--- src/rtl/xadc_phase_sequencer.sv ---
// PWM-synchronous XADC DRP reader: averages each switching phase
// and reports ON minus OFF as a signed demodulated value.
`timescale 1ns/1ps
module xadc_phase_sequencer #(
  parameter logic [6:0] DRP_ADDR = 7'h10,
  parameter int SETTLE_CYCLES = 64,
  parameter int TIMEOUT_CYCLES = 255,
  parameter int AVG_LOG2 = 2
) (
  input  logic               clk,
  input  logic               reset,
  input  logic               switch_pwm,
  output logic [6:0]         drp_daddr,
  output logic               drp_den,
  input  logic [15:0]        drp_do,
  input  logic               drp_drdy,
  output logic signed [12:0] demod,
  output logic               demod_valid,
  output logic               timeout_err,
  output logic               busy
);

  localparam int AW = 12 + AVG_LOG2;
  localparam int CW = AVG_LOG2 + 1;
  localparam int SW = $clog2(SETTLE_CYCLES + 1);
  localparam int TW = $clog2(TIMEOUT_CYCLES + 1);
  localparam logic [CW-1:0] NSAMP = CW'(1 << AVG_LOG2);

  typedef enum logic [1:0] {IDLE, SETTLE, REQ, WAIT} state_t;

  state_t state, state_nxt;

  logic sync1, sync2, sync_d;
  logic edge_any, rise;
  logic phase;
  logic [AW-1:0] acc, acc_sum;
  logic [CW-1:0] cnt, cnt_inc;
  logic [SW-1:0] scnt;
  logic [TW-1:0] tcnt;
  logic [11:0] on_reg, off_reg, result;
  logic on_valid, pend;
  logic take, done, tmo;
  logic drp_do_unused;

  assign drp_do_unused = ^drp_do[3:0];
  assign edge_any = sync2 ^ sync_d;
  assign rise = sync2 & ~sync_d;
  assign acc_sum = acc + AW'(drp_do[15:4]);
  assign cnt_inc = cnt + 1'b1;
  assign result = acc_sum[AW-1:AVG_LOG2];

  assign drp_den = (state == REQ);
  assign drp_daddr = drp_den ? DRP_ADDR : 7'h0;
  assign busy = (state != IDLE);

  always_ff @(posedge clk or posedge reset) begin
    if (reset) state <= IDLE;
    else state <= state_nxt;
  end

  // An edge overrides whatever the current state would do,
  // including a drdy arriving in the same cycle.
  always_comb begin
    state_nxt = state;
    take = 1'b0;
    done = 1'b0;
    tmo = 1'b0;
    if (edge_any) begin
      state_nxt = SETTLE;
    end else begin
      unique case (state)
        IDLE: state_nxt = IDLE;
        SETTLE:
          if (scnt == SW'(SETTLE_CYCLES - 1)) state_nxt = REQ;
        REQ: state_nxt = WAIT;
        WAIT:
          if (drp_drdy) begin
            take = 1'b1;
            if (cnt_inc == NSAMP) begin
              done = 1'b1;
              state_nxt = IDLE;
            end else begin
              state_nxt = REQ;
            end
          end else if (tcnt == TW'(TIMEOUT_CYCLES - 1)) begin
            tmo = 1'b1;
            state_nxt = IDLE;
          end
        default: state_nxt = IDLE;
      endcase
    end
  end

  always_ff @(posedge clk or posedge reset) begin
    if (reset) begin
      sync1 <= 1'b0;
      sync2 <= 1'b0;
      sync_d <= 1'b0;
    end else begin
      sync1 <= switch_pwm;
      sync2 <= sync1;
      sync_d <= sync2;
    end
  end

  always_ff @(posedge clk or posedge reset) begin
    if (reset) begin
      phase <= 1'b0;
      acc <= '0;
      cnt <= '0;
      scnt <= '0;
      tcnt <= '0;
      on_reg <= '0;
      off_reg <= '0;
      on_valid <= 1'b0;
      pend <= 1'b0;
      demod <= '0;
      demod_valid <= 1'b0;
      timeout_err <= 1'b0;
    end else begin
      demod_valid <= 1'b0;
      if (pend) begin
        demod <= {1'b0, on_reg} - {1'b0, off_reg};
        demod_valid <= 1'b1;
        on_valid <= 1'b0;
        pend <= 1'b0;
      end
      if (edge_any) begin
        phase <= rise;
        acc <= '0;
        cnt <= '0;
        scnt <= '0;
        if (phase && state != IDLE) on_valid <= 1'b0;
      end else begin
        if (state == SETTLE) scnt <= scnt + 1'b1;
        if (state == REQ) tcnt <= '0;
        if (state == WAIT && !drp_drdy) tcnt <= tcnt + 1'b1;
        if (take) begin
          acc <= acc_sum;
          cnt <= cnt_inc;
        end
        if (done && phase) begin
          on_reg <= result;
          on_valid <= 1'b1;
        end
        if (done && !phase) begin
          off_reg <= result;
          if (on_valid) pend <= 1'b1;
        end
        if (tmo) begin
          timeout_err <= 1'b1;
          if (phase) on_valid <= 1'b0;
        end
      end
    end
  end

endmodule
--- config.mk ---
export PLATFORM = sky130hd
export DESIGN_NAME = xadc_phase_sequencer
export DESIGN_NICKNAME = d
export VERILOG_FILES = /design/src/rtl/xadc_phase_sequencer.sv
export SDC_FILE = /design/constraint.sdc
export NUM_CORES = 1
export LEC_CHECK = 0
export BUFFER_PORTS_ARGS = -buffer_cell sky130_fd_sc_hd__buf_4
export CAP_MARGIN = 0
export CORE_ASPECT_RATIO = 1.4
export CORE_UTILIZATION = 50
export DETAILED_ROUTE_END_ITERATION = 8
export PLACE_DENSITY = 0.72
export SLEW_MARGIN = 0
export SYNTH_ARGS = -nofsm -noshare
export SYNTH_HDL_FRONTEND = slang
export SYNTH_SLANG_ARGS = --single-unit
export TNS_END_PERCENT = 20
--- constraint.sdc ---
create_clock -name clk -period 3 [get_ports clk]
set_input_delay 0 -clock clk [delete_from_list [all_inputs] [get_ports clk]]
set_output_delay 0 -clock clk [all_outputs]
set_load 0.1 [all_outputs]
==> results_dict.tcl <==
set metrics [dict create \
    status "complete, no violations" \
    hold_class "in2reg" \
    die_area_um2 9470 \
    syn_to_final_growth_pct 14.9 \
    critical-path-top-delay-family "compound AO/OA/AOI/OAI gates" \
    finalSetupViolCount 0 \
    cts.htree.levels 3 \
    setup_tns_ns 0 \
    cts_sinks 79 \
    nNetsFinal 574 \
    synth.distinct_cells 56 \
    synth_top_flop_cell "dfrtp_1" \
    n_antenna_cell 0 \
    grt_max_degree 63 \
    worst_pin_slew_ns 1.08 \
    ir_drop_mv 0.320 \
    critPathMaxStageDelay_ns 0.43 \
    placed_cell_area_um2 4850 \
    crit_path_max_fanout 3 \
    power-per-cell-area_nw_per_um2 482 \
    synth.most_common_cell "dfrtp_1" \
    setup_ws_ns 0.523 \
    synth_top_area_cell "dfrtp_1" \
    whs_path_depth 4 \
    postCtsHoldBufs 2 \
    fin_area_um2 5220 \
    clkLatencyLatePin_ns 0.34 \
    die_h_um 115 \
    ios 44 \
    drc 0 \
    overflow 0 \
    fmax_mhz 404 \
    fp.coreArea_um2 8710 \
    start_util_pct 52.2 \
    die_width_um 82.6 \
    max_cap_violations 0 \
    place.gp.congestion 0.863 \
    netlist_area_um2 4540 \
    num_rows 40 \
    final.period_utilization_pct 82.6 \
    synth_top_cell_area_share_pct 43.5 \
    cpMaxStageDelayCell "fa_1" \
    yosysWarnings 0 \
    hold_viol 0 \
    worst-setup-path-type "reg2reg" \
    grt_antenna_before_repair 0 \
    grt_pass1_wl_um 16100 \
    vias_per_cell 5.82 \
    cts_buffer_depth 2 \
    dr.pass1.iters 5 \
    cts_buffers 9 \
    crit_arrival_ns 2.70 \
    skew_ns 0.00688 \
    path_depth 7 \
    startpoint_type "flop" \
    dpl_worst_slack_ns 0.577 \
    wirelength_um 9420 \
    cts_tree "yes" \
    reg_top3 "acc: 14 flops, demod: 13 flops" \
    drtIter0Drc 139 \
    drt-wirelength-per-cell_um 14.9 \
    reg2reg_depth 7 \
    ys_top_cells_by_count "79 x dfrtp_1, 63 x nand2_1, 43 x o21ai_0" \
    cp-end-kind "flop" \
    drive_above_1_share_pct 11.6 \
    ys_ff_latch 79 \
    io_buffers 33 \
    path_buf_inv 0 \
    ant_nets 0 \
    grtUsageTotal_pct 22.3 \
    period_needed_ns 2.48 \
    yosysSeqAreaShare_pct 43.5 \
    relSlewSlack_pct 28.0 \
    p_leak_uw 0.00240 \
    drv_slew 0 \
    cp.required_ns 3.22 \
    grt_pass1_vias 3545 \
    syn_area_per_cell_um2 9.21 \
    largest_reg_flops 14 \
    synthCells 493 \
    cts_root_buf "clkbuf_16" \
    synth_edf_count 0 \
    dp_hpwl_um 6640 \
    whs_ns 0.0491 \
    vias 3678 \
    rsz0062_at_grt "false" \
    cts_setup_buffers 0 \
    clkTransAtPathRegs_ns 0.06 \
    path_cells "ha_1 -> fa_1 -> a211oi_1 -> o21bai_1 -> a221oi_1 -> xor2_1 -> o21ai_0" \
    synth.area.top_cells "dfrtp_1 44%, ha_1 8.3%, nand2_1 5.2%" \
    post_cts_resized 0 \
    largest_register "acc" \
    synthArstFlopShare_pct 100 \
]
path summary, 6_finish.rpt:
| check | start | endpoint | slack, ns |
|---|---|---|---|
| min in group asynchronous | reset | demod_valid | 0.43 |
| max reg2reg | acc[0] | off_reg[8] | 0.52 |
| max in group asynchronous | reset | off_reg[8] | 1.72 |
| max | acc[0] | off_reg[8] | 0.52 |
| min reg2reg | sync1 | sync2 | 0.36 |
| min | drp_do[4] | acc[0] | 0.05 |
metal layers:
metal / up-vias / wire, um / part of all wire, % / global-route usage [%]
met5: - / 0 / 0 / 0
met4: 0 / 264 / 2.8 / 9.54
met3: 23 / 323 / 3.4 / 5.32
met2: 82 / 4830 / 51 / 38.3
met1: 1781 / 4010 / 43 / 26.1
li1: 1792 / - / - / -
through the flow:
| step | total power (uW) | cells | utilization, % |
|---|---|---|---|
| after CTS | 2540 | 632 | 59.9 |
| after floorplan | 1220 | 498 | - |
| after global placement | 1260 | 614 | 55.7 |
| after detailed placement | 1260 | 614 | 55.7 |
| final | 2520 | 632 | 59.9 |
| after global routing | 2600 | 632 | 59.9 |
cell usage in the layout (no fill, tap or decap), drive strengths merged, types with 3 or more instances in the layout:
| cell | instances |
|---|---|
| nor2b | 6 |
| dfrtp | 79 |
| inv | 24 |
| nor3 | 11 |
| nor2 | 32 |
| buf | 39 |
| or2 | 3 |
| bufinv | 3 |
| a211oi | 7 |
| a21oi | 25 |
| o31a | 3 |
| o21ai | 46 |
| a21o | 8 |
| conb | 6 |
| mux2i | 7 |
| and3 | 4 |
| nor3b | 3 |
| a22oi | 3 |
| ha | 30 |
| xnor2 | 6 |
| nand2 | 63 |
| xor2 | 15 |
| o21a | 9 |
| clkbuf | 11 |
| a211o | 4 |
| or3 | 4 |
| and2 | 7 |
| o211ai | 7 |
| nand4 | 11 |
| o31ai | 5 |
| nand3 | 12 |
report_power, final:
part / internal (uW) / switching (uW)
Clock: 837 / 436
Combinational: 44.9 / 112
Sequential: 1080 / 9.57
Total: 1960 / 558
cells by family after synthesis:
kind of cell / Yosys count / synth area share [%]
adders and majority gates: 32 / 9.15
and+or+nand+nor: 166 / 17.5
xor gates and xnor gates: 21 / 4.05
DFF: 79 / 43.5
buffers and inverters: 52 / 4.96
other: 1 / 0.0826
AOI/OAI and AO/OA: 134 / 19.0
muxes: 8 / 1.79
final cells by class:
class	instances	area, um^2
repair buffers	41	313
clock buffers	11	243
fillers	776	3490
multi-input cells	367	2360
inverters	24	91.3
flip-flops and latches	79	1980
clock inverters	5	104
well taps	105	131
tightest hold or removal path: stages:
cell and delay (ns):
buf_4 0.08, ha_1 0.11, nand2_1 0.04, a21oi_1 0.11
(Power assumes the default switching activity.)
